### config.mk
export PLATFORM = sky130hd
export DESIGN_NAME = iob2axil
export DESIGN_NICKNAME = d
export VERILOG_FILES = /design/src/rtl/iob2axil.sv
export SDC_FILE = /design/constraint.sdc
export NUM_CORES = 1
export LEC_CHECK = 0
export BUFFER_PORTS_ARGS = -buffer_cell sky130_fd_sc_hd__clkbuf_2
export CAP_MARGIN = 20
export CORE_MARGIN = 5
export CORE_UTILIZATION = 40
export CTS_CLUSTER_DIAMETER = 100
export DETAILED_ROUTE_END_ITERATION = 10
export HOLD_SLACK_MARGIN = 0.03
export PLACE_DENSITY = 0.78
export RECOVER_POWER = 25
export SKIP_CTS_REPAIR_TIMING = 1
export SYNTH_ARGS = -nofsm -noshare
export SYNTH_HDL_FRONTEND = slang
export SYNTH_SLANG_ARGS = --single-unit
### constraint.sdc
create_clock -name clk -period 1.4 [get_ports clk]
set_input_delay 0.21 -clock clk [delete_from_list [all_inputs] [get_ports clk]]
set_output_delay 0.21 -clock clk [all_outputs]
set_load 0.02 [all_outputs]
### src/rtl/iob2axil.sv
// iob2axil: native (IOb) slave to AXI4-Lite master bridge.
//
// Accepts one native request at a time, replays it as a full AXI4-Lite
// transaction and then returns a single-cycle ready pulse.
// A nonzero wstrb selects a write and an all-zero wstrb selects a read.
//
// Ports
//   clk, rst_n                  clock, asynchronous active-low reset
//   valid/addr/wdata/wstrb      native request, held by the master until ready
//   rdata/ready/resp_err        native completion; rdata and resp_err are
//                               qualified by ready
//   axil_aw*/axil_w*/axil_b*    AXI4-Lite write channels (master side)
//   axil_ar*/axil_r*            AXI4-Lite read channels (master side)
//
// AXIL_DATA_W must be 32 or 64. The strobe width is AXIL_DATA_W/8.
module iob2axil #(
  parameter int AXIL_ADDR_W = 32,
  parameter int AXIL_DATA_W = 32
) (
  input  logic                     clk,
  input  logic                     rst_n,
  // native slave
  input  logic                     valid,
  input  logic [AXIL_ADDR_W-1:0]   addr,
  input  logic [AXIL_DATA_W-1:0]   wdata,
  input  logic [AXIL_DATA_W/8-1:0] wstrb,
  output logic [AXIL_DATA_W-1:0]   rdata,
  output logic                     ready,
  output logic                     resp_err,
  // AXI4-Lite write address
  output logic [AXIL_ADDR_W-1:0]   axil_awaddr,
  output logic [2:0]               axil_awprot,
  output logic                     axil_awvalid,
  input  logic                     axil_awready,
  // AXI4-Lite write data
  output logic [AXIL_DATA_W-1:0]   axil_wdata,
  output logic [AXIL_DATA_W/8-1:0] axil_wstrb,
  output logic                     axil_wvalid,
  input  logic                     axil_wready,
  // AXI4-Lite write response
  input  logic [1:0]               axil_bresp,
  input  logic                     axil_bvalid,
  output logic                     axil_bready,
  // AXI4-Lite read address
  output logic [AXIL_ADDR_W-1:0]   axil_araddr,
  output logic [2:0]               axil_arprot,
  output logic                     axil_arvalid,
  input  logic                     axil_arready,
  // AXI4-Lite read data
  input  logic [AXIL_DATA_W-1:0]   axil_rdata,
  input  logic [1:0]               axil_rresp,
  input  logic                     axil_rvalid,
  output logic                     axil_rready
);

  localparam int STRB_W = AXIL_DATA_W / 8;

  typedef enum logic [2:0] {
    IDLE,
    WR_ADDR_DATA,
    WR_RESP,
    RD_ADDR,
    RD_DATA,
    DONE
  } state_t;

  state_t state, state_nxt;

  logic [AXIL_ADDR_W-1:0] addr_q;
  logic [AXIL_DATA_W-1:0] wdata_q;
  logic [STRB_W-1:0]      wstrb_q;
  logic [AXIL_DATA_W-1:0] rdata_q;
  logic                   resp_err_q;
  logic                   awvalid_q;
  logic                   wvalid_q;
  logic                   arvalid_q;

  // A write channel counts as finished once its valid has dropped or its
  // handshake is happening this cycle, so AW and W may complete in either
  // order or together.
  logic aw_done, w_done;
  assign aw_done = !awvalid_q || axil_awready;
  assign w_done  = !wvalid_q  || axil_wready;

  always_comb begin
    state_nxt = state;
    case (state)
      IDLE:         if (valid) state_nxt = (|wstrb) ? WR_ADDR_DATA : RD_ADDR;
      WR_ADDR_DATA: if (aw_done && w_done) state_nxt = WR_RESP;
      WR_RESP:      if (axil_bvalid) state_nxt = DONE;
      RD_ADDR:      if (axil_arready) state_nxt = RD_DATA;
      RD_DATA:      if (axil_rvalid) state_nxt = DONE;
      DONE:         state_nxt = IDLE;
      default:      state_nxt = IDLE;
    endcase
  end

  always_ff @(posedge clk or negedge rst_n) begin
    if (!rst_n) begin
      state      <= IDLE;
      addr_q     <= '0;
      wdata_q    <= '0;
      wstrb_q    <= '0;
      rdata_q    <= '0;
      resp_err_q <= 1'b0;
      awvalid_q  <= 1'b0;
      wvalid_q   <= 1'b0;
      arvalid_q  <= 1'b0;
    end else begin
      state <= state_nxt;
      case (state)
        IDLE: begin
          if (valid) begin
            // Capture the request at acceptance; later changes on the
            // native inputs cannot disturb the AXI transaction.
            addr_q  <= addr;
            wdata_q <= wdata;
            wstrb_q <= wstrb;
            if (|wstrb) begin
              awvalid_q <= 1'b1;
              wvalid_q  <= 1'b1;
            end else begin
              arvalid_q <= 1'b1;
            end
          end
        end
        WR_ADDR_DATA: begin
          if (axil_awready) awvalid_q <= 1'b0;
          if (axil_wready)  wvalid_q  <= 1'b0;
        end
        WR_RESP: begin
          if (axil_bvalid) begin
            resp_err_q <= (axil_bresp != 2'b00);
            rdata_q    <= '0;
          end
        end
        RD_ADDR: begin
          if (axil_arready) arvalid_q <= 1'b0;
        end
        RD_DATA: begin
          if (axil_rvalid) begin
            resp_err_q <= (axil_rresp != 2'b00);
            rdata_q    <= axil_rdata;
          end
        end
        default: ;
      endcase
    end
  end

  // ready and the response-channel ready signals depend only on the state.
  // Reset therefore clears them immediately.
  assign ready       = (state == DONE);
  assign axil_bready = (state == WR_RESP);
  assign axil_rready = (state == RD_DATA);

  assign rdata    = rdata_q;
  assign resp_err = resp_err_q;

  // The address register is shared because only one transaction is in flight.
  assign axil_awaddr  = addr_q;
  assign axil_araddr  = addr_q;
  assign axil_awprot  = 3'b010;
  assign axil_arprot  = 3'b010;
  assign axil_awvalid = awvalid_q;
  assign axil_wdata   = wdata_q;
  assign axil_wstrb   = wstrb_q;
  assign axil_wvalid  = wvalid_q;
  assign axil_arvalid = arvalid_q;

endmodule

==> results of run 1 <==
cells in the mapped netlist, drive strengths merged:
cell type	count	area share, %
nand2	207	18
nor4b	1	0.54
nor2b	1	0.14
clkbuf	4	0.34
nor2	6	0.51
a311oi	1	0.20
o22ai	1	0.14
o22a	1	0.20
dfrtp	107	61
conb	2	0.17
and2	2	0.28
mux2	2	0.51
or4b	1	0.23
buf	58	9.0
mux2i	3	0.68
o21bai	1	0.17
a32oi	1	0.20
a31oi	2	0.28
inv	1	0.085
o21ai	1	0.11
o2bb2ai	2	0.40
nor3b	1	0.28
nand2b	3	0.42
nand3b	2	0.34
a21o	1	0.17
a22o	32	6.3
or4	1	0.17
layer usage:
layer  GRT usage (%)  share of wire [%]  vias up
met5               0                  0        -
met4           8.216                3.7        0
met3           4.579                8.9       35
met2           28.94                 50      222
met1           20.84                 38     1949
li1                -                  -     1937
metrics by stage:
| stage | worst slack [ns] | utilization, % | instances | hold slack (ns) |
|---|---|---|---|---|
| 2_1_floorplan | -0.03357 | - | 449 | -0.08559 |
| 3_3_place_gp | -0.1833 | 51.92 | 789 | 0.3175 |
| 3_5_place_dp | -0.2332 | 51.92 | 789 | 0.3270 |
| 4_1_cts | -0.3353 | 54.03 | 805 | -0.09463 |
| 5_1_grt | -0.3006 | 61.99 | 870 | 0.02251 |
| 6_report | -0.2305 | 61.99 | 870 | 0.01623 |
worst min-delay path: stages:
cell and delay, ns:
sky130_fd_sc_hd__clkbuf_2 0.08, sky130_fd_sc_hd__nand2_1 0.04, sky130_fd_sc_hd__nand2_1 0.04
flip-flops by register name (all words and copies together) (netlist names):
register      flops
axil_wvalid       1
state             3
axil_arvalid      1
axil_wdata       32
axil_araddr      32
axil_awvalid      1
resp_err          1
rdata            32
axil_wstrb        4
cell usage in the layout (no fill, tap or decap), types with 2 or more instances in the layout:
cell                            count
sky130_fd_sc_hd__nor2_1             4
sky130_fd_sc_hd__mux2i_1            3
sky130_fd_sc_hd__inv_6              3
sky130_fd_sc_hd__bufinv_16          2
sky130_fd_sc_hd__conb_1             6
sky130_fd_sc_hd__a22o_1            32
sky130_fd_sc_hd__mux2_2             2
sky130_fd_sc_hd__buf_12             6
sky130_fd_sc_hd__a31oi_1            2
sky130_fd_sc_hd__nand2_1          198
sky130_fd_sc_hd__clkbuf_16          8
sky130_fd_sc_hd__clkbuf_8           9
sky130_fd_sc_hd__nand2_2            8
sky130_fd_sc_hd__buf_8              2
sky130_fd_sc_hd__nand2b_1           2
sky130_fd_sc_hd__dfrtp_1          106
sky130_fd_sc_hd__buf_6             15
sky130_fd_sc_hd__dlygate4sd3_1     36
sky130_fd_sc_hd__nand3b_1           2
sky130_fd_sc_hd__nor2_4             2
sky130_fd_sc_hd__o2bb2ai_1          2
sky130_fd_sc_hd__buf_4             12
sky130_fd_sc_hd__clkbuf_2         246
final cells by class:
class                      count  area, µm²  share of cell area (%)
antenna                        1      2.502                 0.03724
timing repair buffer         326       2208                   32.86
sequential                   107       2679                   39.86
clock buffer                   9      123.9                   1.843
clock inverter                 7      105.1                   1.564
tap                          140      175.2                   2.607
multi-input combinational    279       1423                   21.17
inverter                       1      3.754                 0.05586
worst paths after layout:
check                               start        endpoint  cells past startpoint  slack [ns]
min in group asynchronous           rst_n       rdata[16]                      3        0.59
setup / recovery                 state[1]     axil_rready                      3       -0.23
hold / removal                  wdata[30]  axil_wdata[30]                      3        0.02
max in group asynchronous           rst_n        state[1]                      3        0.13
hold reg to reg            axil_wdata[13]  axil_wdata[13]                      2        0.48
setup reg to reg                 state[1]  axil_araddr[3]                      5       -0.23
cells by family (layout without fill, tap and decap cells):
logic type | Yosys count | count (layout) | synth area share [%]
simple gates | 225 | 225 | 20.49
flops | 107 | 107 | 60.55
buf+inv | 63 | 343 | 9.394
compound gates | 43 | 43 | 8.206
mux | 5 | 5 | 1.188
other cells | 2 | 7 | 0.1698
where the power goes:
part | internal (mW) | switching, mW | total, mW
clock network | 1.04 | 1.13 | 2.17
registers | 4.38 | 0.887 | 5.27
logic | 3.06 | 4.75 | 7.81
total | 8.48 | 6.76 | 15.2
==> run summary, run 1 <==
=================================================================================
Critical Path, Cell by Cell                                          buf_8 -> nor3b_4 -> buf_6
Via count of the first global-routing pass                                  3,796
Core Footprint                                                         10,840 µm²
Number of warnings reported in the yosys synthesis log                          0
Mapped Area                                                              4422 µm²
First-pass GRT wire length                                               18.23 mm
Maximum vdd drop                                                          1199 µV
Data required time of the critical path                                   1.19 ns
Largest fanout on the critical path                                             6
Number of distinct library cells after synthesis                               29
Worst hold path type                                                    in -> reg
CTS sink cnt                                                                  107
Setup_tns                                                               -18.68 ns
Final setup violating endpoints                                               107
Detailed-placement wirelength estimate                                   8.772 mm
Gate family responsible for the most delay along the worst path        flip-flops
Layout filler cell count                                                      874
Power density of the placed cells                                     2268 nW/µm²
Share of cells above drive strength 1                                      44.99%
RSZ-0062 raised after global routing                                         true
Row count                                                                      38
Num CTS Buffers                                                                 9
Worst setup path category                                              reg -> out
Kind of capture point of the worst setup path                        primary output
Mean routed wirelength per cell                                          16.03 µm
Total die area                                                         13,260 µm²
Clock tree from TritonCTS                                                   built
Via-per-instance ratio                                                      4.762
Tmin final                                                               1.631 ns
Pwr Total                                                                15.24 mW
Data arrival time of the worst path                                       1.42 ns
Layout area overhead                                                       51.98%
I/O pin count                                                                 257
Antenna violations before repair                                                1
Post-route ant nets                                                             0
Proportion of synthesized chip area in sequential cells                    60.55%
Drt total wl                                                             13.94 mm
Number of hold violations in the final report                                   0
DR iter-0 viols                                                               257
Width of the chip                                                        115.1 µm
Fmax                                                                    613.3 MHz
Average size of a mapped cell                                           9.936 µm²
Count of unresolved DRC violations after routing                                0
Source-to-sink clock delay at the later pin of the worst-skew pair        0.38 ns
Worst Setup Start Kind                                                       flop
Clock Path Buffers                                                              2
Number of nets in the layout                                                  836
Final worst-path setup slack                                           -0.2305 ns
FF+latch count, synth                                                         107
Sum of buffers and inverters on the critical path                               2
Standard cell with the maximum stage delay on the critical path      sky130_fd_sc_hd__dfrtp_2
Violations in the final reports                                      setup timing
Starting density of the core                                               40.79%
Post-route clock period utilization                                        116.5%
Largest stage delay, worst path                                           0.44 ns
Count of pins over their slew limit                                             0
Iteration count of the initial detailed-routing pass                            4
Least-Margin Pin Slew                                                   0.9388 ns
Count of buffers from port buffering                                          250
Max_cap viols                                                                   0
Post-detailed-placement cell area                                        5628 µm²
Detailed-route via count                                                    4,143
Pin count of the biggest net entering global routing                          108
Number of instances in the synthesized netlist                                445
Htree depth                                                                     3
Final Wtd Congestion                                                       0.7777
Clock-pin slew on the worst setup and hold paths                          0.11 ns
Post-route cell area                                                     6720 µm²
Overall routing resource usage                                             17.31%
Root Buffer Master                                                   sky130_fd_sc_hd__clkbuf_8
Outcome                                                              complete, but fails checks
Chip height                                                              115.1 µm
P_leak                                                                   3.802 nW
Worst relative slew slack                                                  37.42%
Grt ovf                                                                         0
Fin Clk Skew                                                           0.01544 ns
=================================================================================
Power figures use the tool's default switching activity.
==> inputs of run 2 (changes only) <==
CORE_ASPECT_RATIO = 1.25   (was unset)
PLACE_DENSITY = 0.75   (was 0.78)
clock period = 1.9 ns   (was 1.4 ns; I/O delays follow)
==> run summary, run 2 (same netlist as run 1, synthesis figures left out) <==
=================================================================================
Final cell count without fillers                                              797
CTS sink cnt                                                                  107
Data arrival time of the worst path                                       1.46 ns
Chip height                                                              127.6 µm
Via-per-instance ratio                                                      4.627
Tmin final                                                               1.750 ns
Clock-pin slew on the worst setup and hold paths                          0.08 ns
Cell depth of the worst hold path                                               3
Clock Path Buffers                                                              2
Kind of capture point of the worst setup path                        primary output
Row count                                                                      43
Detailed-placement wirelength estimate                                   8.470 mm
RSZ-0062 raised after global routing                                        false
Pin count of the biggest net entering global routing                          108
Count of buffers from port buffering                                          250
Standard cell with the maximum stage delay on the critical path      sky130_fd_sc_hd__dfrtp_1
Post-route clock period utilization                                        92.09%
Fin Clk Skew                                                           0.01090 ns
I/O pin count                                                                 257
Cell total after placement                                                    781
Count of unresolved DRC violations after routing                                0
Via count of the first global-routing pass                                  3,790
DR iter-0 viols                                                               129
Amount of wire on met2 after detailed routing                            5.657 mm
Source-to-sink clock delay at the later pin of the worst-skew pair        0.34 ns
Setup_tns                                                                    0 ns
Outcome                                                              complete, no violations
Worst hold path type                                                    in -> reg
Number of hold violations in the final report                                   0
Leading cell type in the layout, fill and taps excluded              sky130_fd_sc_hd__clkbuf_2
Overall routing resource usage                                             16.34%
Sum of routed wire segments on met1                                      4.132 mm
Width of the chip                                                        104.0 µm
Iteration count of the initial detailed-routing pass                            4
Post-route ant nets                                                             0
Final Wtd Congestion                                                       0.8079
Largest stage delay, worst path                                           0.38 ns
Num CTS Buffers                                                                 9
P_leak                                                                   3.429 nW
Htree depth                                                                     3
Root Buffer Master                                                   sky130_fd_sc_hd__clkbuf_16
Worst Setup Start Kind                                                       flop
Fmax                                                                    571.5 MHz
Final standard cell utilization of the core                                53.44%
Worst Reg2Reg Path Length in Cells                                              4
Final setup violating endpoints                                                 0
Detailed-route via count                                                    3,688
Max_cap viols                                                                   0
Highest-count cells in the layout ignoring fill and taps             249 x sky130_fd_sc_hd__clkbuf_2, 207 x sky130_fd_sc_hd__nand2_1, 107 x sky130_fd_sc_hd__dfrtp_1, 32 x sky130_fd_sc_hd__a22o_1, 9 x sky130_fd_sc_hd__clkbuf_16
Drt total wl                                                             11.00 mm
Starting density of the core                                               40.29%
Layout area overhead                                                       32.65%
Mean routed wirelength per cell                                          13.81 µm
Antenna violations before repair                                                0
Worst relative slew slack                                                  5.163%
Core Footprint                                                         10,980 µm²
Data required time of the critical path                                   1.62 ns
Clock tree from TritonCTS                                                   built
Grt ovf                                                                         0
First-pass GRT wire length                                               18.19 mm
Routed met3 length                                                       1.093 mm
Max Used Layer                                                               met4
Critical Path, Cell by Cell                                          buf_4 -> nor3b_2 -> clkbuf_2
Maximum vdd drop                                                         733.0 µV
Total die area                                                         13,270 µm²
Placement-stage worst setup slack                                       0.2629 ns
Worst setup path category                                              reg -> out
Number of nets in the layout                                                  769
Least-Margin Pin Slew                                                    1.423 ns
Power density of the placed cells                                     1798 nW/µm²
Share of cells above drive strength 1                                      42.45%
Count of pins over their slew limit                                             0
Final worst-path setup slack                                            0.1503 ns
Count of antenna diodes in the layout                                           0
Largest fanout on the critical path                                            11
=================================================================================
run 2: cell count changes in the layout (fill, tap and decap cells not counted), moves of 2 or more:
cell                            previous run  this run
sky130_fd_sc_hd__buf_8                     2         0
sky130_fd_sc_hd__clkbuf_2                246       249
sky130_fd_sc_hd__nand2_1                 198       207
sky130_fd_sc_hd__nor2_4                    2         0
sky130_fd_sc_hd__dlygate4sd3_1            36         0
sky130_fd_sc_hd__buf_4                    12         6
sky130_fd_sc_hd__clkinv_4                  0         2
sky130_fd_sc_hd__clkbuf_8                  9         1
sky130_fd_sc_hd__buf_6                    15         0
sky130_fd_sc_hd__inv_6                     3         1
sky130_fd_sc_hd__buf_12                    6         2
sky130_fd_sc_hd__nand2_2                   8         0
run 2: worst paths after layout:
path                                 from         endpoint  slack (ns)
setup reg to reg                 state[2]   axil_wdata[15]        0.26
hold / removal                    addr[0]   axil_araddr[0]        0.14
min in group asynchronous           rst_n         rdata[8]        0.38
setup / recovery                 state[0]      axil_rready        0.15
hold reg to reg            axil_wdata[10]   axil_wdata[10]        0.48
max in group asynchronous           rst_n  axil_araddr[20]        0.58
run 2: layout make-up:
type	instances	area, µm²
clock buffer	10	239.0
inverter	1	3.754
sequential	107	2678
timing repair buffer	259	1346
multi-input combinational	279	1346
clock inverter	6	83.83
tap	135	168.9
fill	1012	5110
run 2: metrics by stage:
stage,instance area [µm²],total power [mW],hold slack [ns]
floorplan,4437,7.298,-0.01059
global placement,5555,8.618,0.3967
detailed placement,5555,8.753,0.4035
CTS,5878,10.73,0.02849
global route,5866,11.26,0.1244
finish,5866,10.54,0.1357
run 2: per-layer routing:
metal / vias to the layer above / global-route usage [%]
met2: 180 / 28.60
met4: 0 / 4.040
met1: 1702 / 18.61
met5: - / 0
li1: 1798 / -
met3: 8 / 6.721
run 2: critical path: cells and delay by family, from the launching register on:
family	cells	cell delay (ns)
buf+inv	2	0.43
flops	1	0.38
simple gates	1	0.33
run 2: report_power, final:
part	switching [mW]	internal (mW)	total [mW]
clock network	0.843	1.09	1.93
registers	0.620	3.23	3.85
logic	3.14	1.62	4.76
total	4.61	5.94	10.5
